==> config.mk <==
export PLATFORM = sky130hd
export DESIGN_NAME = dom_tree_builder
export DESIGN_NICKNAME = d
export VERILOG_FILES = /design/src/rtl/dom_tree_builder_pkg.sv /design/src/rtl/dom_tree_builder_tag_stack.sv /design/src/rtl/dom_tree_builder.sv
export SDC_FILE = /design/constraint.sdc
export NUM_CORES = 1
export LEC_CHECK = 0
export CAP_MARGIN = 25
export CORE_MARGIN = 10
export CORE_UTILIZATION = 55
export CTS_CLUSTER_SIZE = 24
export DETAILED_ROUTE_END_ITERATION = 6
export GPL_ROUTABILITY_DRIVEN = 1
export PLACE_DENSITY = 0.74
export REMOVE_ABC_BUFFERS = 1
export SYNTH_ARGS = -nofsm -noshare
export SYNTH_HDL_FRONTEND = slang
export SYNTH_SLANG_ARGS = --single-unit
==> constraint.sdc <==
create_clock -name clock -period 3.9 [get_ports clock]
set_clock_uncertainty 0.15 [all_clocks]
set_input_delay 0.78 -clock clock [delete_from_list [all_inputs] [get_ports clock]]
set_output_delay 0.78 -clock clock [all_outputs]
set_load 0.02 [all_outputs]
==> src/rtl/dom_tree_builder_pkg.sv <==
// Shared widths, error codes and FSM encoding for the DOM tree builder.
// The tag/attribute width macros are the ones the element parser already uses.
`ifndef ELE_TAG_BITES
`define ELE_TAG_BITES 8
`endif
`ifndef ATTRIBUTE_TYPE_BITES
`define ATTRIBUTE_TYPE_BITES 8
`endif
`ifndef ATTRIBUTE_VAL_BITES
`define ATTRIBUTE_VAL_BITES 16
`endif
`ifndef NO_PARENT_ID
`define NO_PARENT_ID(bits) {(bits){1'b1}}
`endif

package dom_tree_builder_pkg;

    localparam int TAG_W   = `ELE_TAG_BITES;
    localparam int ATYPE_W = `ATTRIBUTE_TYPE_BITES;
    localparam int AVAL_W  = `ATTRIBUTE_VAL_BITES;

    typedef enum logic [2:0] {
        ERR_NONE          = 3'd0,
        ERR_TRAILING      = 3'd1,
        ERR_UNDERFLOW     = 3'd2,
        ERR_OVERFLOW      = 3'd3,
        ERR_ID_EXHAUSTED  = 3'd4,
        ERR_MISMATCH      = 3'd5,
        ERR_ATTR_ON_CLOSE = 3'd6
    } err_t;

    typedef enum logic [1:0] {
        ST_IDLE   = 2'd0,
        ST_IN_DOC = 2'd1,
        ST_DONE   = 2'd2,
        ST_FAULT  = 2'd3
    } state_t;

endpackage

==> src/rtl/dom_tree_builder_tag_stack.sv <==
// LIFO of {tag, node id} tracking the currently open elements.
// Push into a full stack or pop from an empty one is ignored; the caller traps both.
module dom_tree_builder_tag_stack #(
    parameter int DEPTH = 16,
    parameter int TAG_W = 8,
    parameter int ID_W  = 8
) (
    input  logic                         clock,
    input  logic                         reset,
    input  logic                         i_push,
    input  logic                         i_pop,
    input  logic [TAG_W-1:0]             i_push_tag,
    input  logic [ID_W-1:0]              i_push_id,
    output logic [TAG_W-1:0]             o_top_tag,
    output logic [ID_W-1:0]              o_top_id,
    output logic [$clog2(DEPTH+1)-1:0]   o_depth,
    output logic                         o_full,
    output logic                         o_empty
);

    localparam int CNT_W = $clog2(DEPTH + 1);
    localparam int IDX_W = $clog2(DEPTH);

    logic [TAG_W-1:0] r_tag [DEPTH];
    logic [ID_W-1:0]  r_id  [DEPTH];
    logic [CNT_W-1:0] r_depth;
    logic [IDX_W-1:0] w_push_idx;
    logic [IDX_W-1:0] w_top_idx;

    assign o_full     = (r_depth == CNT_W'(DEPTH));
    assign o_empty    = (r_depth == '0);
    assign w_push_idx = IDX_W'(r_depth);
    assign w_top_idx  = IDX_W'(r_depth - CNT_W'(1));
    assign o_top_tag  = r_tag[w_top_idx];
    assign o_top_id   = r_id[w_top_idx];
    assign o_depth    = r_depth;

    always_ff @(posedge clock) begin
        if (reset) begin
            r_depth <= '0;
        end else if (i_push && !o_full) begin
            r_depth <= r_depth + CNT_W'(1);
        end else if (i_pop && !o_empty) begin
            r_depth <= r_depth - CNT_W'(1);
        end
    end

    // Storage needs no reset: entries are only read below the depth pointer.
    always_ff @(posedge clock) begin
        if (!reset && i_push && !o_full) begin
            r_tag[w_push_idx] <= i_push_tag;
            r_id[w_push_idx]  <= i_push_id;
        end
    end

endmodule

==> src/rtl/dom_tree_builder.sv <==
// Builds tree node records (id, parent, tag, depth) from a flat open/close tag stream,
// forwards attributes tagged with their owning node, and latches the first error seen.
module dom_tree_builder
    import dom_tree_builder_pkg::*;
#(
    parameter int MAX_DEPTH    = 16,
    parameter int NODE_ID_BITS = 8
) (
    input  logic                             clock,
    input  logic                             reset,
    input  logic                             tag_valid,
    input  logic [TAG_W-1:0]                 element_tag,
    input  logic                             is_closing_tag,
    input  logic                             attr_valid,
    input  logic [ATYPE_W-1:0]               attribute_type,
    input  logic [AVAL_W-1:0]                attribute_value,
    output logic                             node_valid,
    output logic                             close_valid,
    output logic [NODE_ID_BITS-1:0]          node_id,
    output logic [NODE_ID_BITS-1:0]          parent_id,
    output logic [TAG_W-1:0]                 node_tag,
    output logic [$clog2(MAX_DEPTH+1)-1:0]   depth,
    output logic                             attr_out_valid,
    output logic [NODE_ID_BITS-1:0]          attr_node_id,
    output logic [ATYPE_W-1:0]               attr_type,
    output logic [AVAL_W-1:0]                attr_value,
    output logic                             doc_done,
    output logic                             error,
    output logic [2:0]                       error_code,
    output state_t                           dbg_state
);

    localparam int DEPTH_W = $clog2(MAX_DEPTH + 1);
    localparam logic [NODE_ID_BITS-1:0] NO_PARENT = `NO_PARENT_ID(NODE_ID_BITS);

    state_t                    r_state, w_state_next;
    logic [NODE_ID_BITS-1:0]   r_next_id;
    logic                      r_attr_seen;
    logic                      r_node_valid, r_close_valid, r_attr_out_valid, r_doc_done;
    logic [NODE_ID_BITS-1:0]   r_node_id, r_parent_id, r_attr_node_id;
    logic [TAG_W-1:0]          r_node_tag;
    logic [DEPTH_W-1:0]        r_depth;
    logic [ATYPE_W-1:0]        r_attr_type;
    logic [AVAL_W-1:0]         r_attr_value;
    logic                      r_error;
    err_t                      r_error_code;

    logic                      w_tag_take, w_attr_take;
    logic                      w_push, w_pop;
    logic                      w_node_fire, w_close_fire, w_done_fire;
    logic                      w_err;
    err_t                      w_err_code;
    logic [TAG_W-1:0]          w_top_tag;
    logic [NODE_ID_BITS-1:0]   w_top_id;
    logic [DEPTH_W-1:0]        w_stk_depth;
    logic                      w_full, w_empty;

    dom_tree_builder_tag_stack #(
        .DEPTH (MAX_DEPTH),
        .TAG_W (TAG_W),
        .ID_W  (NODE_ID_BITS)
    ) tag_stack (
        .clock      (clock),
        .reset      (reset),
        .i_push     (w_push),
        .i_pop      (w_pop),
        .i_push_tag (element_tag),
        .i_push_id  (r_next_id),
        .o_top_tag  (w_top_tag),
        .o_top_id   (w_top_id),
        .o_depth    (w_stk_depth),
        .o_full     (w_full),
        .o_empty    (w_empty)
    );

    // Inputs are single-cycle pulses with no back-pressure; an attribute arriving with a
    // tag is handled first, so it belongs to the pending node and counts toward attr_seen.
    always_comb begin
        w_state_next = r_state;
        w_push       = 1'b0;
        w_pop        = 1'b0;
        w_node_fire  = 1'b0;
        w_close_fire = 1'b0;
        w_done_fire  = 1'b0;
        w_err        = 1'b0;
        w_err_code   = ERR_NONE;
        w_attr_take  = attr_valid && (r_state == ST_IDLE || r_state == ST_IN_DOC);
        w_tag_take   = tag_valid && (r_state != ST_FAULT);

        if (w_tag_take) begin
            if (r_state == ST_DONE) begin
                w_err      = 1'b1;
                w_err_code = ERR_TRAILING;
            end else if (is_closing_tag) begin
                if (w_empty) begin
                    w_err      = 1'b1;
                    w_err_code = ERR_UNDERFLOW;
                end else begin
                    w_pop        = 1'b1;
                    w_close_fire = 1'b1;
                    if (w_stk_depth == DEPTH_W'(1)) begin
                        w_done_fire  = 1'b1;
                        w_state_next = ST_DONE;
                    end
                    if (element_tag != w_top_tag) begin
                        w_err      = 1'b1;
                        w_err_code = ERR_MISMATCH;
                    end else if (r_attr_seen || w_attr_take) begin
                        w_err      = 1'b1;
                        w_err_code = ERR_ATTR_ON_CLOSE;
                    end
                end
            end else begin
                if (w_full) begin
                    w_err      = 1'b1;
                    w_err_code = ERR_OVERFLOW;
                end else if (r_next_id == NO_PARENT) begin
                    w_err      = 1'b1;
                    w_err_code = ERR_ID_EXHAUSTED;
                end else begin
                    w_push       = 1'b1;
                    w_node_fire  = 1'b1;
                    w_state_next = ST_IN_DOC;
                end
            end
            if (w_err) begin
                w_state_next = ST_FAULT;
            end
        end
    end

    always_ff @(posedge clock) begin
        if (reset) begin
            r_state          <= ST_IDLE;
            r_next_id        <= '0;
            r_attr_seen      <= 1'b0;
            r_node_valid     <= 1'b0;
            r_close_valid    <= 1'b0;
            r_attr_out_valid <= 1'b0;
            r_doc_done       <= 1'b0;
            r_node_id        <= '0;
            r_parent_id      <= '0;
            r_node_tag       <= '0;
            r_depth          <= '0;
            r_attr_node_id   <= '0;
            r_attr_type      <= '0;
            r_attr_value     <= '0;
            r_error          <= 1'b0;
            r_error_code     <= ERR_NONE;
        end else begin
            r_state          <= w_state_next;
            r_node_valid     <= w_node_fire;
            r_close_valid    <= w_close_fire;
            r_doc_done       <= w_done_fire;
            r_attr_out_valid <= w_attr_take;

            if (w_attr_take) begin
                r_attr_node_id <= r_next_id;
                r_attr_type    <= attribute_type;
                r_attr_value   <= attribute_value;
            end

            if (w_tag_take) begin
                r_attr_seen <= 1'b0;
            end else if (w_attr_take) begin
                r_attr_seen <= 1'b1;
            end

            if (w_node_fire) begin
                r_node_id   <= r_next_id;
                r_parent_id <= w_empty ? NO_PARENT : w_top_id;
                r_node_tag  <= element_tag;
                r_depth     <= w_stk_depth + DEPTH_W'(1);
                r_next_id   <= r_next_id + NODE_ID_BITS'(1);
            end else if (w_close_fire) begin
                r_node_id   <= w_top_id;
                r_node_tag  <= w_top_tag;
                r_depth     <= w_stk_depth - DEPTH_W'(1);
            end

            if (w_err) begin
                r_error      <= 1'b1;
                r_error_code <= w_err_code;
            end
        end
    end

    assign node_valid     = r_node_valid;
    assign close_valid    = r_close_valid;
    assign node_id        = r_node_id;
    assign parent_id      = r_parent_id;
    assign node_tag       = r_node_tag;
    assign depth          = r_depth;
    assign attr_out_valid = r_attr_out_valid;
    assign attr_node_id   = r_attr_node_id;
    assign attr_type      = r_attr_type;
    assign attr_value     = r_attr_value;
    assign doc_done       = r_doc_done;
    assign error          = r_error;
    assign error_code     = r_error_code;
    assign dbg_state      = r_state;

endmodule

==> results of run 1 <==
## placed cells by master, fill, tap and decap left out, types with 5 or more instances in the layout
master and instances:
a21oi_1 62, a22oi_1 15, buf_4 60, clkbuf_1 9, clkbuf_16 38, clkdlybuf4s50_1 106, dfxtp_1 84, edfxtp_1 256
ha_1 5, inv_1 5, mux2i_1 48, mux4_2 60, nand2_1 110, nand2b_1 5, nor2_1 39, nor2_2 12
nor3_1 22, xnor2_1 5, xor2_1 14
## layout make-up
cell class,count,area (um^2)
clock buffers,51,1030
multi-input cells,446,3760
flip-flops and latches,341,9390
inverters,5,18.8
well taps,319,399
clock inverters,12,168
repair buffers,167,1520
fillers,1562,7400
## logic make-up after synthesis
logic type | Yosys count | share of synthesized area, %
AOI/OAI and AO/OA | 96 | 4.22
xor gates and xnor gates | 21 | 1.66
adders and majority gates | 6 | 0.563
buffers and inverters | 54 | 1.90
DFF | 341 | 70.4
muxes | 112 | 14.5
and+or+nand+nor | 211 | 6.75
## stage by stage
step	setup slack (ps)	setup TNS (ps)	power, mW	area (um^2)	cells
floorplan	-3740	-767400	6.10	13100	792
global placement	331	0	6.91	15100	1278
detailed placement	194	0	6.95	15100	1278
CTS	212	0	10.4	16300	1341
global route	4.78	0	10.7	16300	1341
finish	246	0	10.3	16300	1341
## critical path: stages, from the launching register on
cell,delay (ps)
dfxtp_1,330
inv_1,90
ha_4,570
buf_4,390
mux4_2,360
mux2i_1,220
mux2i_1,140
xor2_1,170
nor4_1,290
buf_4,200
nand4_1,150
nor3b_2,240
o221a_1,230
## flip-flops by register name, indices dropped and copies added (netlist names)
name and count:
node_valid 1, doc_done 1, dbg_state 2, close_valid 1
attr_value 16, attr_type 8, tag_stack.r_tag 128, attr_node_id 8
node_tag 8, tag_stack.o_depth 5, depth 5, tag_stack.r_id 128
parent_id 8, error_code 3, r_next_id 8, attr_out_valid 1
error 1, node_id 8, r_attr_seen 1
## cell usage after synthesis, types with 2 or more instances
library cell  count
edfxtp_1        256
nand2_1         110
dfxtp_1          85
a21oi_1          62
mux4_2           60
nor2_1           52
mux2i_1          48
clkbuf_1         34
nor3_1           25
a22oi_1          15
xor2_1           14
ha_1              6
buf_2             5
inv_1             5
nand2b_1          5
xnor2_1           5
buf_4             4
buf_6             4
mux4_1            4
o21ai_0           4
nand3_1           3
nand4_1           3
nor2b_1           3
a221oi_1          2
and2_1            2
and3_1            2
buf_1             2
nor4_1            2
o21a_1            2
o22ai_1           2
o32ai_1           2
## per-layer routing
layer | wire length [um] | vias up
li1 | - | 3506
met1 | 12700 | 3894
met2 | 14900 | 317
met3 | 2400 | 63
met4 | 1010 | 0
met5 | 0 | -
## final timing paths
check / from / endpoint / cells past startpoint
setup / recovery: tag_stack.o_depth[1] / error_code[0] / 12
hold / removal: attr_value[3] / attr_value[3] / 2
setup reg to reg: tag_stack.o_depth[1] / error_code[0] / 12
hold reg to reg: attr_value[3] / attr_value[3] / 2
## power groups by stage
stage | combinational, mW | clock (mW) | sequential [mW]
CTS | 2.81 | 3.47 | 4.10
floorplan | 1.71 | 0 | 4.39
global placement | 2.74 | 0 | 4.17
global route | 2.97 | 3.63 | 4.11
detailed placement | 2.78 | 0 | 4.17
finish | 2.78 | 3.42 | 4.10
==> impl_metrics.yaml, run 1 <==
run_status:
  outcome: "completed"
worst_setup_path:
  cp_data_required_time_ps: 4160
  crit_fanout: 27
  end_kind: "flip-flop"
  worstSetupStartpointType: "flip-flop"
  r2r_slack_ps: 250
  arrival_ps: 3910
  criticalPathCategory: "flip-flop to flip-flop"
drt:
  drtAntennaViolNets: 0
  num_vias: 7780
  wl_um: 31100
  wl_per_cell_um: 23.2
  post_drt_via_cell_ratio: 5.80
  drc: 0
  firstDrtPassIters: 5
  drt_iter0_drc: 695
global_route:
  grt_util_met2_pct: 32.0
  grt.met3_usage_pct: 5.06
  antenna_found_initial: 0
  gr-max-usage-layer: "met2"
  grt_max_degree: 57
  gr-usage-all-layers_pct: 20.2
  use_met1_pct: 26.5
  gr-total-overflow: 0
  grt_pass1_wl_um: 47800
  grt_pass1_vias: 7854
synth:
  synth_seq_cells: 341
  synth_top_area_share_pct: 57.6
  synth.area.top_cells: "edfxtp_1 58%, dfxtp_1 13%, mux4_2 10%"
  synth_cells: 841
  yosys_warnings: 0
  post_synth.cell_area_avg_um2: 15.9
  yosysSeqAreaShare_pct: 70.4
  yosys_most_used_dff: "edfxtp_1"
  synthArstFlopShare_pct: 0
  synth_edf_count: 256
  yosys.area.top_type: "edfxtp_1"
  yosysUniqueCellTypes: 44
  synth.cell_area_um2: 13300
clock_tree:
  clock_sinks: 341
  postCtsSetupRepairBufs: 0
  cts-root-buf: "clkbuf_16"
  cts_htree_levels: 2
  clkLatencyLatePin_ps: 510
  holdBufCountCts: 0
  cts_resized: 0
  ctsLongestPathBuffers: 3
  cts_tree: "built"
  clk_pin_slew_worst_paths_ps: 60
  numCtsBuffers: 35
power_and_ir_drop:
  power_switching_mw: 2.89
  clkPwrFrac_pct: 33.2
  internal-power_mw: 7.40
  combPwrFrac_pct: 27.0
  powerDensity_nw_per_um2: 632
  p_leak_nw: 5.46
  power_frac_seq_pct: 39.8
  peakVddDrop_mv: 0.373
  p_sw_share_pct: 28.1
die:
  die-area_um2: 30900
  start_util_pct: 56.3
  num_rows: 56
  die_h_um: 176
  io-pin-count: 108
  core_area_um2: 23700
  fp.dieW_um: 176
job:
  maxCapViolCount: 0
sta:
  whs_ps: 303
  setup_violations: 0
  rsz0062_at_grt: "false"
  min_period_over_period_pct: 93.7
  period_minus_slack_ps: 3650
  hold_viol_final: 0
  fmax_mhz: 274
  final_max_slew_viol_count: 0
  worstMarginPinSlew_ps: 858
  relSlewSlack_pct: 42.8
finish:
  diodes: 0
  area_delta_synth_final_pct: 22.1
  drive_gt1_share_pct: 19.3
  fin_nets: 1039
  final_util_pct: 68.8
placement:
  dp_hpwl_um: 19800
  numPortBuffers: 107
  gp_congestion: 0.815
worst_hold_path:
  hold_class: "flip-flop to flip-flop"
Note: power is estimated with default switching activity, not from simulation.
==> inputs of run 2 (changes only) <==
- SETUP_SLACK_MARGIN: default -> 0.2
==> run 2 against run 1 <==
Effect of this change:
- global-route usage did not move
- sequential power is essentially flat
- die area did not move
- flip-flop and latch count is the same
- maximum frequency grew 5.9%
- highest routed layer unchanged
- combinational power increased by 3%
- core utilization rose by 0.22 points
- cell count rose by 0.37%
- critical endpoint unchanged
- first-iteration DRC count grew 3.0%
==> impl_metrics.yaml, run 2 (synthesis gave the netlist of run 1 again) <==
run_status:
  outcome: "completed"
sta:
  relSlewSlack_pct: 55.4
  worstMarginPinSlew_ps: 668
  hold_viol_final: 0
  fmax_mhz: 290
  final_max_slew_viol_count: 0
  rsz0062_at_grt: "false"
  min_period_over_period_pct: 88.4
  setup_violations: 0
  period_minus_slack_ps: 3450
clock_tree:
  cts_tree: "built"
  numCtsBuffers: 35
  holdBufCountCts: 0
  cts-root-buf: "clkbuf_16"
  clk_pin_slew_worst_paths_ps: 60
  cts_htree_levels: 2
  ctsLongestPathBuffers: 3
  clkLatencyLatePin_ps: 510
  clock_sinks: 341
finish:
  instances_no_fill: 1346
  diodes: 0
  layout_commonest_cell: "edfxtp_1"
  area_delta_synth_final_pct: 22.5
  regArea_um2: 9390
  layout_common_cells: "256 x edfxtp_1, 110 x nand2_1, 106 x clkdlybuf4s50_1"
  multi_input_comb_area_um2: 3760
  final_util_pct: 69.0
  nFillCells: 1553
  final_cell_area_um2: 16300
  drive_gt1_share_pct: 19.7
  fin_nets: 1044
placement:
  dp_hpwl_um: 19800
  numPortBuffers: 107
  placed_area_um2: 15100
  gp_congestion: 0.815
  place_inst: 1278
global_route:
  grt_pass1_vias: 7854
  antenna_found_initial: 0
  grt_pass1_wl_um: 47800
  grt_max_degree: 57
  gr-usage-all-layers_pct: 20.2
  gr-total-overflow: 0
worst_hold_path:
  hold_class: "flip-flop to flip-flop"
  worstHoldStart: "attr_value[3]"
worst_setup_path:
  crit_fanout: 6
  arrival_ps: 3700
  cp_data_required_time_ps: 4150
  cp-startpoint: "tag_stack.o_depth[0]"
  worstSetupStartpointType: "flip-flop"
  slowest_delay_ps: 510
  critPathTopFamily: "simple AND/OR/NAND/NOR gates"
  criticalPathCategory: "flip-flop to flip-flop"
  path_cells: "inv_1 -> ha_1 -> xor2_4 -> buf_4 -> mux4_2 -> mux2i_1 -> xor2_1 -> nor4_2 -> nand4_1 -> nor3b_2 -> o221a_1"
  cp_num_buf_inv: 2
  reg2reg_from: "tag_stack.o_depth[0]"
  cpMaxStageDelayCell: "mux4_2"
  end_kind: "flip-flop"
  r2r_slack_ps: 450
die:
  die_h_um: 176
  fp.dieW_um: 176
  start_util_pct: 56.3
  io-pin-count: 108
  num_rows: 56
  core_area_um2: 23700
  die-area_um2: 30900
drt:
  num_vias: 7800
  drt_iter0_drc: 716
  firstDrtPassIters: 5
  wl_um: 31300
  wl_per_cell_um: 23.2
  drc: 0
  post_drt_via_cell_ratio: 5.79
  drtAntennaViolNets: 0
power_and_ir_drop:
  powerDensity_nw_per_um2: 635
  peakVddDrop_mv: 0.373
  p_leak_nw: 5.48
job:
  maxCapViolCount: 0
run 2: cell count changes in the layout (fill, tap and decap cells not counted):
| cell | before | now |
|---|---|---|
| buf_6 | 0 | 2 |
| buf_8 | 0 | 1 |
| buf_4 | 60 | 62 |
run 2: path summary, 6_finish.rpt:
kind | endpoint | cells after the start
max | error_code[0] | 11
min reg2reg | attr_value[3] | 2
min | attr_value[3] | 2
max reg2reg | error_code[0] | 11
run 2: tightest hold or removal path, delay by kind of cell, from the launching register on:
| family | cells | cell delay, ps |
|---|---|---|
| flops | 1 | 310 |
| simple gates | 1 | 50 |
| compound gates | 1 | 50 |
run 2: final cells by class:
cell class / instances / share of cell area, %
flip-flops and latches: 341 / 57.5
multi-input cells: 446 / 23.0
repair buffers: 172 / 9.60
clock buffers: 51 / 6.29
well taps: 319 / 2.44
clock inverters: 12 / 1.03
inverters: 5 / 0.115
run 2: stage by stage:
step                hold WS (ps)  TNS (ps)  setup slack [ps]  power (mW)
finish                       304         0               451        10.4
global route                 322         0               245        10.8
CTS                          305         0               212        10.4
detailed placement           296         0               194        6.95
global placement             291         0               331        6.91
floorplan                    318   -767400             -3740        6.10
run 2: metal layers:
metal / share of wire [%] / global-route usage (%) / up-vias
met2: 48 / 32.0 / 325
met5: 0 / 0 / -
li1: - / - / 3522
met3: 7.9 / 5.06 / 61
met4: 3.1 / 7.49 / 0
met1: 41 / 26.5 / 3892
run 2: timing repair:
item,in CTS,in global routing
setup endpoints to repair,0,5
gates resized for setup,0,2
buffers inserted,0,5
run 2: power by group:
group	total [mW]	leakage, nW	internal (mW)	switching, mW
clock	3.42	0.582	2.10	1.32
combinational	2.86	1.85	1.33	1.53
sequential	4.10	3.05	4.03	0.0706
==> inputs of run 3 (changes only) <==
- CAP_MARGIN: 25 -> 20
- CELL_PAD_IN_SITES_DETAIL_PLACEMENT: default -> 0
- CELL_PAD_IN_SITES_GLOBAL_PLACEMENT: default -> 1
- CORE_UTILIZATION: 55 -> 49
- PLACE_DENSITY: 0.74 -> 0.77
==> run 3 against run 2 <==
Effect of this change:
- sequential share of layout area increased by 0.11 points
- first-iteration DRC count increased by 8.7%
- via count decreased by 0.46%
- worst hold slack got worse by 1.6 ps
- global-route usage decreased by 1.7 points
- cell count increased by 2.2%
- clock power decreased by 8.5%
- setup slack got worse by 13 ps
- flip-flop and latch count unchanged
- routed wire length increased by 0.87%
- critical path depth unchanged
==> impl_metrics.yaml, run 3 (synthesis gave the netlist of run 1 again) <==
die:
  die_h_um: 185
  io-pin-count: 108
  num_rows: 60
  start_util_pct: 49.6
  core_area_um2: 26900
  fp.dieW_um: 185
  die-area_um2: 34200
drt:
  wl_met2_um: 15400
  drtAntennaViolNets: 0
  drt_iter0_drc: 778
  firstDrtPassIters: 5
  drc: 0
  post_drt_via_cell_ratio: 5.64
  num_vias: 7764
  routed.top_layer: "met4"
  wl_met3_um: 2310
  wl_um: 31600
  wl_met1_um: 13400
  wl_per_cell_um: 22.9
worst_setup_path:
  end_kind: "flip-flop"
  arrival_ps: 3710
  crit_fanout: 9
  slowest_delay_ps: 500
  path_cells: "inv_1 -> ha_2 -> xor2_4 -> buf_12 -> mux4_2 -> mux2i_1 -> xor2_1 -> nor4_2 -> nand4_1 -> nor3b_2 -> o221a_1"
  cp_data_required_time_ps: 4150
  cpMaxStageDelayCell: "mux4_2"
  worstSetupStartpointType: "flip-flop"
  criticalPathCategory: "flip-flop to flip-flop"
  reg2regPathDepth: 11
  reg2reg_from: "tag_stack.o_depth[0]"
  cp-startpoint: "tag_stack.o_depth[0]"
sta:
  tns_ps: 0
  hold_viol_final: 0
  period_minus_slack_ps: 3460
  relSlewSlack_pct: 37.1
  fin_ws_ps: 439
  min_period_over_period_pct: 88.8
  rsz0062_at_grt: "false"
  setup_violations: 0
  fmax_mhz: 289
  final_max_slew_viol_count: 0
  worstMarginPinSlew_ps: 944
clock_tree:
  cts-root-buf: "clkbuf_16"
  numCtsBuffers: 35
  clkLatencyLatePin_ps: 520
  clock_sinks: 341
  ctsLongestPathBuffers: 3
  holdBufCountCts: 0
  clk_pin_slew_worst_paths_ps: 60
  cts_htree_levels: 2
  cts_tree: "built"
placement:
  numPortBuffers: 107
  dp_hpwl_um: 20400
  place_inst: 1304
  dp_worst_setup_slack_ps: 83.7
  gp_congestion: 0.802
power_and_ir_drop:
  power_frac_seq_pct: 40.4
  p_leak_nw: 5.48
  powerDensity_nw_per_um2: 623
  p_sw_share_pct: 29.2
  internal-power_mw: 7.20
  clkPwrFrac_pct: 30.8
  peakVddDrop_mv: 0.487
  totalPowerFinal_mw: 10.2
  combPwrFrac_pct: 28.8
  power_switching_mw: 2.97
finish:
  area_delta_synth_final_pct: 22.3
  diodes: 0
  layout_commonest_cell: "edfxtp_1"
  layout_common_cells: "256 x edfxtp_1, 110 x nand2_1, 106 x clkdlybuf4s50_1"
  fin_nets: 1051
  nFillCells: 2048
  instances_no_fill: 1376
  drive_gt1_share_pct: 19.5
  regArea_um2: 9390
  multi_input_comb_area_um2: 3750
job:
  maxCapViolCount: 0
global_route:
  gr-usage-all-layers_pct: 18.5
  antenna_found_initial: 0
  grt_pass1_wl_um: 48000
  grt_max_degree: 83
  gr-total-overflow: 0
  grt_pass1_vias: 7786
run_status:
  outcome: "completed"
worst_hold_path:
  hold_class: "flip-flop to flip-flop"
  worstHoldStart: "attr_value[12]"
  hold_depth: 2
## run 3: changes by cell type in the layout (fill, tap and decap cells not counted), moves of 2 or more
cell	change
clkbuf_4	-2
clkinv_1	+2
clkbuf_1	-2
nor2_1	+10
nor2_2	-10
buf_12	+3
buf_4	+7
clkinv_2	+6
clkbuf_16	-3
bufinv_16	-3
inv_6	+3
clkinv_4	-2
## run 3: path summary, 6_finish.rpt
check | slack (ps) | end
max | 440 | error_code[0]
min | 300 | attr_value[12]
max reg2reg | 440 | error_code[0]
min reg2reg | 300 | attr_value[12]
## run 3: timing repair
| action | in CTS | in global routing |
|---|---|---|
| setup buffers | 0 | 8 |
| gates resized for setup | 1 | 2 |
| setup endpoints to repair | 4 | 3 |
| pin swaps | 0 | 2 |
| hold endpoints to repair | 0 | 0 |
## run 3: power groups by stage
stage	Sequential, mW	Combinational [mW]	Clock (mW)
after detailed placement	4.18	2.80	0
final	4.11	2.92	3.13
after CTS	4.11	2.84	3.18
after global routing	4.12	3.14	3.32
after floorplan	4.39	1.71	0
after global placement	4.18	2.78	0
## run 3: final cells by class
cell class | instances | share of cell area, %
clock inverters | 19 | 0.790
well taps | 341 | 2.62
repair buffers | 179 | 10.1
clock buffers | 45 | 5.78
inverters | 5 | 0.115
multi-input cells | 446 | 23.0
flip-flops and latches | 341 | 57.6
## run 3: worst max-delay path: cells and delay by family, from the launching register on
| kind | cells | cell delay (ps) |
|---|---|---|
| AOI/OAI and AO/OA | 1 | 230 |
| xor gates and xnor gates | 2 | 320 |
| adders and majority gates | 1 | 300 |
| buffers and inverters | 2 | 270 |
| DFF | 1 | 340 |
| muxes | 2 | 780 |
| and+or+nand+nor | 3 | 950 |
## run 3: through the flow
step	hold WS [ps]	area, um^2	util (%)
3_5_place_dp	296	15100	56.3
4_1_cts	304	16200	60.3
3_3_place_gp	291	15100	56.3
2_1_floorplan	318	13100	-
5_1_grt	324	16300	60.7
6_report	302	16300	60.7
## run 3: routing by layer
layer / GRT usage [%] / up-vias
met5: 0 / -
met4: 4.42 / 0
met3: 3.78 / 33
met2: 29.5 / 286
met1: 25.6 / 3913
li1: - / 3532
